## src/rtl/vu_pkg.sv

```systemverilog
// Shared VU-meter constants: default sample width, bar size and the derived step.
package vu_pkg;

    localparam int VU_DATA_W     = 16;
    localparam int VU_NLEDS      = 8;
    localparam int VU_LOG2_NLEDS = $clog2(VU_NLEDS);
    localparam int VU_STEP       = (1 << (VU_DATA_W - 1)) / VU_NLEDS;

    // STEP is a power of two, so each bar threshold is i shifted left by this amount.
    function automatic int vu_step_shift(input int data_w, input int nleds);
        return data_w - 1 - $clog2(nleds);
    endfunction

endpackage

```

## src/rtl/vu_thermo.sv

```systemverilog
// Combinational thermometer encoder: level -> lit count n and bar pattern.
module vu_thermo
    import vu_pkg::*;
#(
    parameter int DATA_W = VU_DATA_W,
    parameter int NLEDS  = VU_NLEDS
) (
    input  logic [DATA_W-2:0]        level,
    output logic [NLEDS-1:0]         bar,
    output logic [$clog2(NLEDS):0]   n
);

    localparam int L2      = $clog2(NLEDS);
    localparam int STEP_SH = vu_step_shift(DATA_W, NLEDS);

    // Thresholds rise monotonically, so the last index exceeded gives the count.
    always_comb begin
        bar = '0;
        n   = '0;
        for (int i = 0; i < NLEDS; i++) begin
            if (level > ((DATA_W-1)'(i) << STEP_SH)) begin
                bar[i] = 1'b1;
                n      = (L2+1)'(i + 1);
            end
        end
    end

endmodule

```

## src/rtl/vu_level_tracker.sv

```systemverilog
// VU level tracker: instant attack, proportional decay on tick, held peak marker.
module vu_level_tracker
    import vu_pkg::*;
#(
    parameter int DATA_W      = VU_DATA_W,
    parameter int NLEDS       = VU_NLEDS,
    parameter int DECAY_SHIFT = 3,
    parameter int HOLD_TICKS  = 16
) (
    input  logic              clk,
    input  logic              rst,
    input  logic              sample_valid,
    input  logic [DATA_W-1:0] sample,
    input  logic              tick,
    output logic [NLEDS-1:0]  led,
    output logic [NLEDS-1:0]  peak_led
);

    localparam int PW = $clog2(NLEDS) + 1;
    localparam int HW = (HOLD_TICKS > 0) ? $clog2(HOLD_TICKS + 1) : 1;

    logic [DATA_W-2:0] level_q, level_d;
    logic [DATA_W-2:0] mag, decayed, dec_amt;
    logic [DATA_W-1:0] neg_sample;
    logic [PW-1:0]     peak_idx_q, peak_idx_d, n_d;
    logic [HW-1:0]     hold_cnt_q, hold_cnt_d;
    logic [NLEDS-1:0]  bar_d, bar_q;
    logic [NLEDS-1:0]  led_q, peak_led_q, peak_led_d;

    // Most negative sample has no positive twin, so it clamps to full scale.
    always_comb begin
        neg_sample = '0 - sample;
        mag        = sample[DATA_W-2:0];
        if (sample[DATA_W-1]) begin
            if (sample[DATA_W-2:0] == '0) mag = '1;
            else                          mag = neg_sample[DATA_W-2:0];
        end
    end

    always_comb begin
        dec_amt = level_q >> DECAY_SHIFT;
        if (dec_amt == '0) dec_amt = (DATA_W-1)'(1);
        decayed = level_q;
        if (tick && level_q != '0) decayed = level_q - dec_amt;
        level_d = decayed;
        if (sample_valid && mag > decayed) level_d = mag;
    end

    vu_thermo #(
        .DATA_W (DATA_W),
        .NLEDS  (NLEDS)
    ) u_thermo (
        .level  (level_d),
        .bar    (bar_d),
        .n      (n_d)
    );

    always_comb begin
        peak_idx_d = peak_idx_q;
        hold_cnt_d = hold_cnt_q;
        if (n_d >= peak_idx_q) begin
            peak_idx_d = n_d;
            hold_cnt_d = HW'(HOLD_TICKS);
        end else if (tick) begin
            if (hold_cnt_q != '0) hold_cnt_d = hold_cnt_q - HW'(1);
            else                  peak_idx_d = peak_idx_q - PW'(1);
        end
    end

    always_comb begin
        peak_led_d = '0;
        for (int i = 0; i < NLEDS; i++) begin
            if (peak_idx_q == PW'(i + 1)) peak_led_d[i] = 1'b1;
        end
    end

    // The bar is staged once so led lags the level update by exactly one cycle, like peak_led.
    always_ff @(posedge clk or posedge rst) begin
        if (rst) begin
            level_q    <= '0;
            peak_idx_q <= '0;
            hold_cnt_q <= '0;
            bar_q      <= '0;
            led_q      <= '0;
            peak_led_q <= '0;
        end else begin
            level_q    <= level_d;
            peak_idx_q <= peak_idx_d;
            hold_cnt_q <= hold_cnt_d;
            bar_q      <= bar_d;
            led_q      <= bar_q;
            peak_led_q <= peak_led_d;
        end
    end

    assign led      = led_q;
    assign peak_led = peak_led_q;

endmodule
```

## config.mk

```make
export PLATFORM = sky130hd
export DESIGN_NAME = vu_level_tracker
export DESIGN_NICKNAME = d
export VERILOG_FILES = /design/src/rtl/vu_pkg.sv /design/src/rtl/vu_thermo.sv /design/src/rtl/vu_level_tracker.sv
export SDC_FILE = /design/constraint.sdc
export NUM_CORES = 1
export LEC_CHECK = 0
export BUFFER_PORTS_ARGS = -buffer_cell sky130_fd_sc_hd__buf_4
export CAP_MARGIN = 25
export CORE_MARGIN = 2
export CORE_UTILIZATION = 37
export CTS_BUF_LIST = sky130_fd_sc_hd__clkbuf_4 sky130_fd_sc_hd__clkbuf_8
export CTS_CLUSTER_DIAMETER = 150
export DETAILED_ROUTE_END_ITERATION = 10
export GPL_TIMING_DRIVEN = 0
export SETUP_SLACK_MARGIN = 0.4
export SLEW_MARGIN = 20
export SYNTH_ARGS = -nofsm -noshare
export SYNTH_HDL_FRONTEND = slang
export SYNTH_SLANG_ARGS = --single-unit
```

## constraint.sdc

```tcl
create_clock -name clk -period 6.4 [get_ports clk]
set_clock_uncertainty 0.2 [all_clocks]
set_input_delay 0.32 -clock clk [delete_from_list [all_inputs] [get_ports clk]]
set_output_delay 0.32 -clock clk [all_outputs]
set_load 0.02 [all_outputs]
```

# == Word level (Yosys, flattened, before mapping) ==
# Cells that the tools add are included.
# Widths: inputs -> output; s select.
# word_totals
word_cells,74
register_bits,48
inputBits,20
out_inout_bits,16
# classes
add_sub_neg,4
n_lt_le_gt_ge,10
n_reduce_logical,10
mux,35
eq_ne,9
# ops
operator,count
$gt 15x15->1 const B,4
$mux 15,4
$gt 15x14->1 const B,2
$logic_not 15->1,2
$mux 1,17
$eq 4x3->1 const B,4
$mux 4,4
$gt 15x1->1 const B,1
$gt 15x13->1 const B,1
$gt 15x15->1,1
$mux 5,3
$reduce_bool 15->1,1
$sub 1x15->15 const A,1
$sub 15x15->15,1
$mux 12,1
$mux 3,4
$eq 4x2->1 const B,2
$reduce_bool 5->1,1
$sub 5x1->5 const B,1
$eq 4x1->1 const B,1
$eq 4x4->1 const B,1
$ge 4x4->1,1
$mux 2,2
$reduce_and 2->1,2
4 further kinds,6

# == Longest topological paths before layout ==
# depth
depth_word,19
ltp_mapped,30
ltp_nobuf,29

# == Hierarchy ==
# Synthesis repeated with hierarchy kept, for this count alone.
# hier_totals
cells_unflattened,409
area_unflattened_um2,3702.3
# modules_own_cells
mod,area_each_um2,cells_each,instances
vu_level_tracker,3493.4,383,1
vu_thermo,209.0,26,1

# == Worst setup path before layout ==
# Ideal clock, no wire load.
# synth_timing
path_type,register to register
startpoint,register level_q[13]
endpoint,register peak_idx_q[3]
setup_ns,0.125
required_ns,6.075
n_path_buf,1
t_arrival_ns,6.008
stages_incl_launch_ff,28
slack_ns,0.067
cell_sequence,dfrtp_1 nor4_1 nand3_1 o21bai_1 ha_1 inv_1 fa_1 a21oi_1 o211a_1 o22ai_2 or2_1 a2111oi_4 xnor2_1 ha_1 a21o_1 a21oi_1 a2bb2oi_1 o21ai_0 o31ai_4 mux2i_2 xnor2_1 ha_1 nand2b_1 a21o_1 a21o_1 a21o_1 clkbuf_1 mux2_2
# synth_via
elab_chain_len,19
# synth_rtl
element,line,rtl
"start, declared",vu_level_tracker.sv:22,"logic [DATA_W-2:0] level_q, level_d;"
"start signal, assigned",vu_level_tracker.sv:87,level_q <= level_d;
$logic_not 15->1,vu_level_tracker.sv:42,if (dec_amt == '0) dec_amt = (DATA_W-1)'(1);
$mux 12,vu_level_tracker.sv:42,
$sub 15x15->15,vu_level_tracker.sv:44,if (tick && level_q != '0) decayed = level_q - dec_amt;
$mux 15 (*),vu_level_tracker.sv:44,
$gt 15x15->1,vu_level_tracker.sv:46,if (sample_valid && mag > decayed) level_d = mag;
$logic_and 1x1->1,vu_level_tracker.sv:46,
$mux 15 (*),vu_level_tracker.sv:46,
named net level_d[12],vu_level_tracker.sv:22,
$gt 15x1->1,vu_thermo.sv:21,if (level > ((DATA_W-1)'(i) << STEP_SH)) begin
$mux 1,vu_thermo.sv:21,
$mux 2 (2 in series),vu_thermo.sv:21,
$mux 3 (4 in series),vu_thermo.sv:21,
$mux 4 (*),vu_thermo.sv:21,
$ge 4x4->1,vu_level_tracker.sv:61,if (n_d >= peak_idx_q) begin
$ne 2x2->1 (no line) / $reduce_bool 2->1 (equally long branches),--,
$reduce_and 2->1 (no line),--,
"end signal, assigned",vu_level_tracker.sv:88,peak_idx_q <= peak_idx_d;
"end, declared",vu_level_tracker.sv:25,"logic [PW-1:0] peak_idx_q, peak_idx_d, n_d;"
# Mark *: on every way through the listed nets, which the timed path passes. The rest lies on a longest branch.
# A chain may end at the register's enable or synchronous reset.

# == Worst setup path after layout ==
# layout_timing
startpoint,register level_q[11]
endpoint,register peak_idx_q[3]
# layout_via
elab_chain_len,19
# layout_rtl
element,line
$logic_not 15->1,vu_level_tracker.sv:42
$mux 12,vu_level_tracker.sv:42
$sub 15x15->15,vu_level_tracker.sv:44
$mux 15 (*),vu_level_tracker.sv:44
$gt 15x15->1,vu_level_tracker.sv:46
$logic_and 1x1->1,vu_level_tracker.sv:46
$mux 15 (*),vu_level_tracker.sv:46
$gt 15x1->1,vu_thermo.sv:21
$mux 1,vu_thermo.sv:21
$mux 2 (2 in series),vu_thermo.sv:21
$mux 3 (4 in series),vu_thermo.sv:21
$mux 4 (*),vu_thermo.sv:21
$ge 4x4->1,vu_level_tracker.sv:61
$ne 2x2->1 (no line) / $reduce_bool 2->1 (equally long branches),--
$reduce_and 2->1 (no line),--
# Mark *: on every way between the ends. The rest lies on a longest branch, timed or not.

==> run summary <==
chip height - 107 um
Yosys warning total - 0
largest fanout on the critical path - 10
Starting DRT DRC Count - 145
post-synthesis compound-gate area fraction - 0.211
Hold Crit Class - reg2reg
Worst path slowest cell - dfrtp_1
Total GRT Usage - 0.175
slew margin rel. - 0.513
pre-CTS WS - -0.439 ns
Fmax - 0.159 GHz
post-detailed-route DRC marker count - 0
# port buffers - 33
total CTS buffers - 5
top cell type's share of synthesized area - 0.307
Worst Setup End Kind - flip-flop
Critical Path AT - 6.26 ns
Avg Inst Size Synth - 8.68 um^2
post-synthesis cell area - 3910 um^2
mux share of post-synthesis cell area - 0.0368
CTS tree - yes
post-synthesis xor/xnor area fraction - 0.0470
Root Driver - clkbuf_8
fraction of layout cells with a size suffix above 1 - 0.229
Setup crit start kind - flip-flop
Tmin final - 6.28 ns
initial antenna violation count - 0
Core Box Area - 10300 um^2
largest net degree at the start of global routing - 34
I/O pins - 36
Worst Tran Pin Value - 0.723 ns
Mapped Cells - 451
initial core utilization - 0.381
Finished Core Util - 0.470
DIE AREA - 11400 um^2
Final period util - 0.981
largest family of logic cells by synthesized area - simple AND/OR/NAND/NOR gates
main area contributors after synthesis - dfrtp_1, ha_1, nor2_1, a21oi_1, inv_1
Max Slew Vio Count - 0
worst hold path depth - 0
GPL Wtd Cong - 0.909
Nets - 573
RR Endpoint - peak_idx_q[3]
via/cell ratio - 5.33
reg2reg setup slack - 0.12 ns
WS Path Type - reg2reg
ANT cells - 0
GRT overflow - 0
final wirelength - 9.56 mm
Synth area leader - dfrtp_1
Area growth syn-to-layout - 23.3%
# H-tree levels - 2
Clock Path Buffers - 2
register area share after synthesis - 0.307
max incr delay on CP - 0.41 ns
CP dominant cell by count - a21o_1
Main synth FF type - dfrtp_1
global-route wire length before repair - 16.3 mm
Hold Crit Endpoint - led[4]
asr flop ratio synth - 1.00
dpl hpwl - 7.42 mm
Adder-Cell Fraction of Synth Area - 0.123
Max Cap Viol - 0
antenna-violating nets left - 0
Die X - 107 um
Hold Path Origin - bar_q[4]
total number of vias - 3474
Filler cells - 1000
row count - 37
count of cell types in the netlist - 69
average wire per standard cell - 14.7 um
Seq cells post-synth - 48
Setup violations, final - 0
Post-synth EDFFs - 0
Critical R2R Launch - level_q[11]
simple-gate area share of the yosys netlist - 0.223
vias in the first global route - 3408
WP data required - 6.38 ns
RSZ-0062 raised after global routing - yes
drt pass-1 iters - 4
status - finished, final reports clean
Clk pin slew, worst setup/hold paths - 0.09 ns
worst-skew pair later-pin latency - 0.29 ns
final hold vios - 0
worst r2r path cells - 30
Sink Count - 48
final worst slack - 0.121 ns
Mapped Nets - 509
==> sequential cells by signal, summed over array words and instances, names as in the netlist <==
| register | cells |
|---|---|
| hold_cnt_q | 5 |
| level_q | 15 |
| peak_idx_q | 4 |
| led | 8 |
| bar_q | 8 |
| peak_led | 8 |
==> metrics by stage <==
step	hold slack, ns	area (um^2)	cells	setup TNS (ns)
2_1_floorplan	0.131	3940	451	0
3_3_place_gp	0.134	4360	620	-1.84
3_5_place_dp	0.128	4380	621	-2.35
4_1_cts	0.150	4760	650	0
5_1_grt	0.161	4830	652	-1.05
6_report	0.145	4830	652	0
==> cell type report <==
cell class | count | area [um^2] | area share
Multi-Input combinational cell | 350 | 2670 | 0.553
Sequential cell | 48 | 1200 | 0.249
Timing Repair Buffer | 57 | 450 | 0.0933
Tap cell | 136 | 170 | 0.0353
Inverter | 39 | 146 | 0.0303
Buffer | 14 | 78.8 | 0.0163
Clock buffer | 6 | 76.3 | 0.0158
Clock inverter | 2 | 35.0 | 0.00726
==> worst max-delay path, delay by kind of cell (launching register included) <==
kind                     cells  cell delay (ns)
AO/OA/AOI/OAI                9             1.58
flip-flops                   1             0.41
buffers and inverters        5             0.60
AND/OR/NAND/NOR              8             1.32
XOR/XNOR                     1             0.24
adder cells (fa/ha/maj)      4             1.11
multiplexers                 3             0.71
==> synth_stat cells, types with 4 or more instances <==
cell,n
nand2_1,28
nor3_1,12
nor4_1,8
nand3_1,16
xor2_1,6
a21oi_1,29
or2_2,4
a211o_1,4
a21o_1,7
clkbuf_1,10
a31oi_1,5
and4_1,4
ha_1,37
dfrtp_1,48
or3_1,6
nor2b_1,4
nand2b_1,6
a211oi_1,7
nor2_1,39
xnor2_1,15
and3_1,7
inv_1,38
o21a_1,4
o21ai_0,24
or4_1,4
o211ai_1,4
mux2i_1,7
and2_1,7
==> worst max path at each step <==
stage | startpoint | to | cells past startpoint
after floorplan | level_q[13] | peak_idx_q[3] | 27
after global placement | level_q[5] | peak_idx_q[3] | 28
after detailed placement | level_q[13] | peak_idx_q[3] | 28
after CTS | level_q[11] | peak_idx_q[3] | 27
after global routing | level_q[11] | peak_idx_q[3] | 27
final | level_q[11] | peak_idx_q[3] | 30
==> cell usage in the layout (no fill, tap or decap), drive strengths merged, types with 12 or more instances in the layout <==
cell	netlist	final
clkbuf	10	15
nor2	39	39
buf	4	61
dfrtp	48	48
nand2	28	28
nand3	16	16
nor3	12	12
a21oi	29	29
xnor2	15	15
ha	37	37
o21ai	27	27
inv	39	39
==> timing repair <==
| action | in CTS | in global routing |
|---|---|---|
| hold endpoints to repair | 15 | 0 |
| hold buffers | 1 | 0 |
| setup buffers | 20 | 2 |
| pin swaps | 21 | 8 |
| gates resized for setup | 23 | 11 |
| setup endpoints to repair | 9 | 10 |
==> per-layer routing <==
layer / up-vias / wire length, um / global-route usage
met5: - / 0 / 0
met4: 0 / 202 / 0.0492
met3: 19 / 310 / 0.0182
met2: 83 / 4480 / 0.289
met1: 1611 / 4570 / 0.243
li1: 1761 / - / -
==> logic make-up (layout without fill, tap and decap cells) <==
logic type	after synthesis	in the layout
buffers and inverters	53	118
XOR/XNOR	21	21
AO/OA/AOI/OAI	116	116
multiplexers	12	12
AND/OR/NAND/NOR	163	163
flip-flops	48	48
adder cells (fa/ha/maj)	38	38
Power is not shown: default switching activity piles up to over one toggle a cycle in this logic, so the estimate is an artifact.
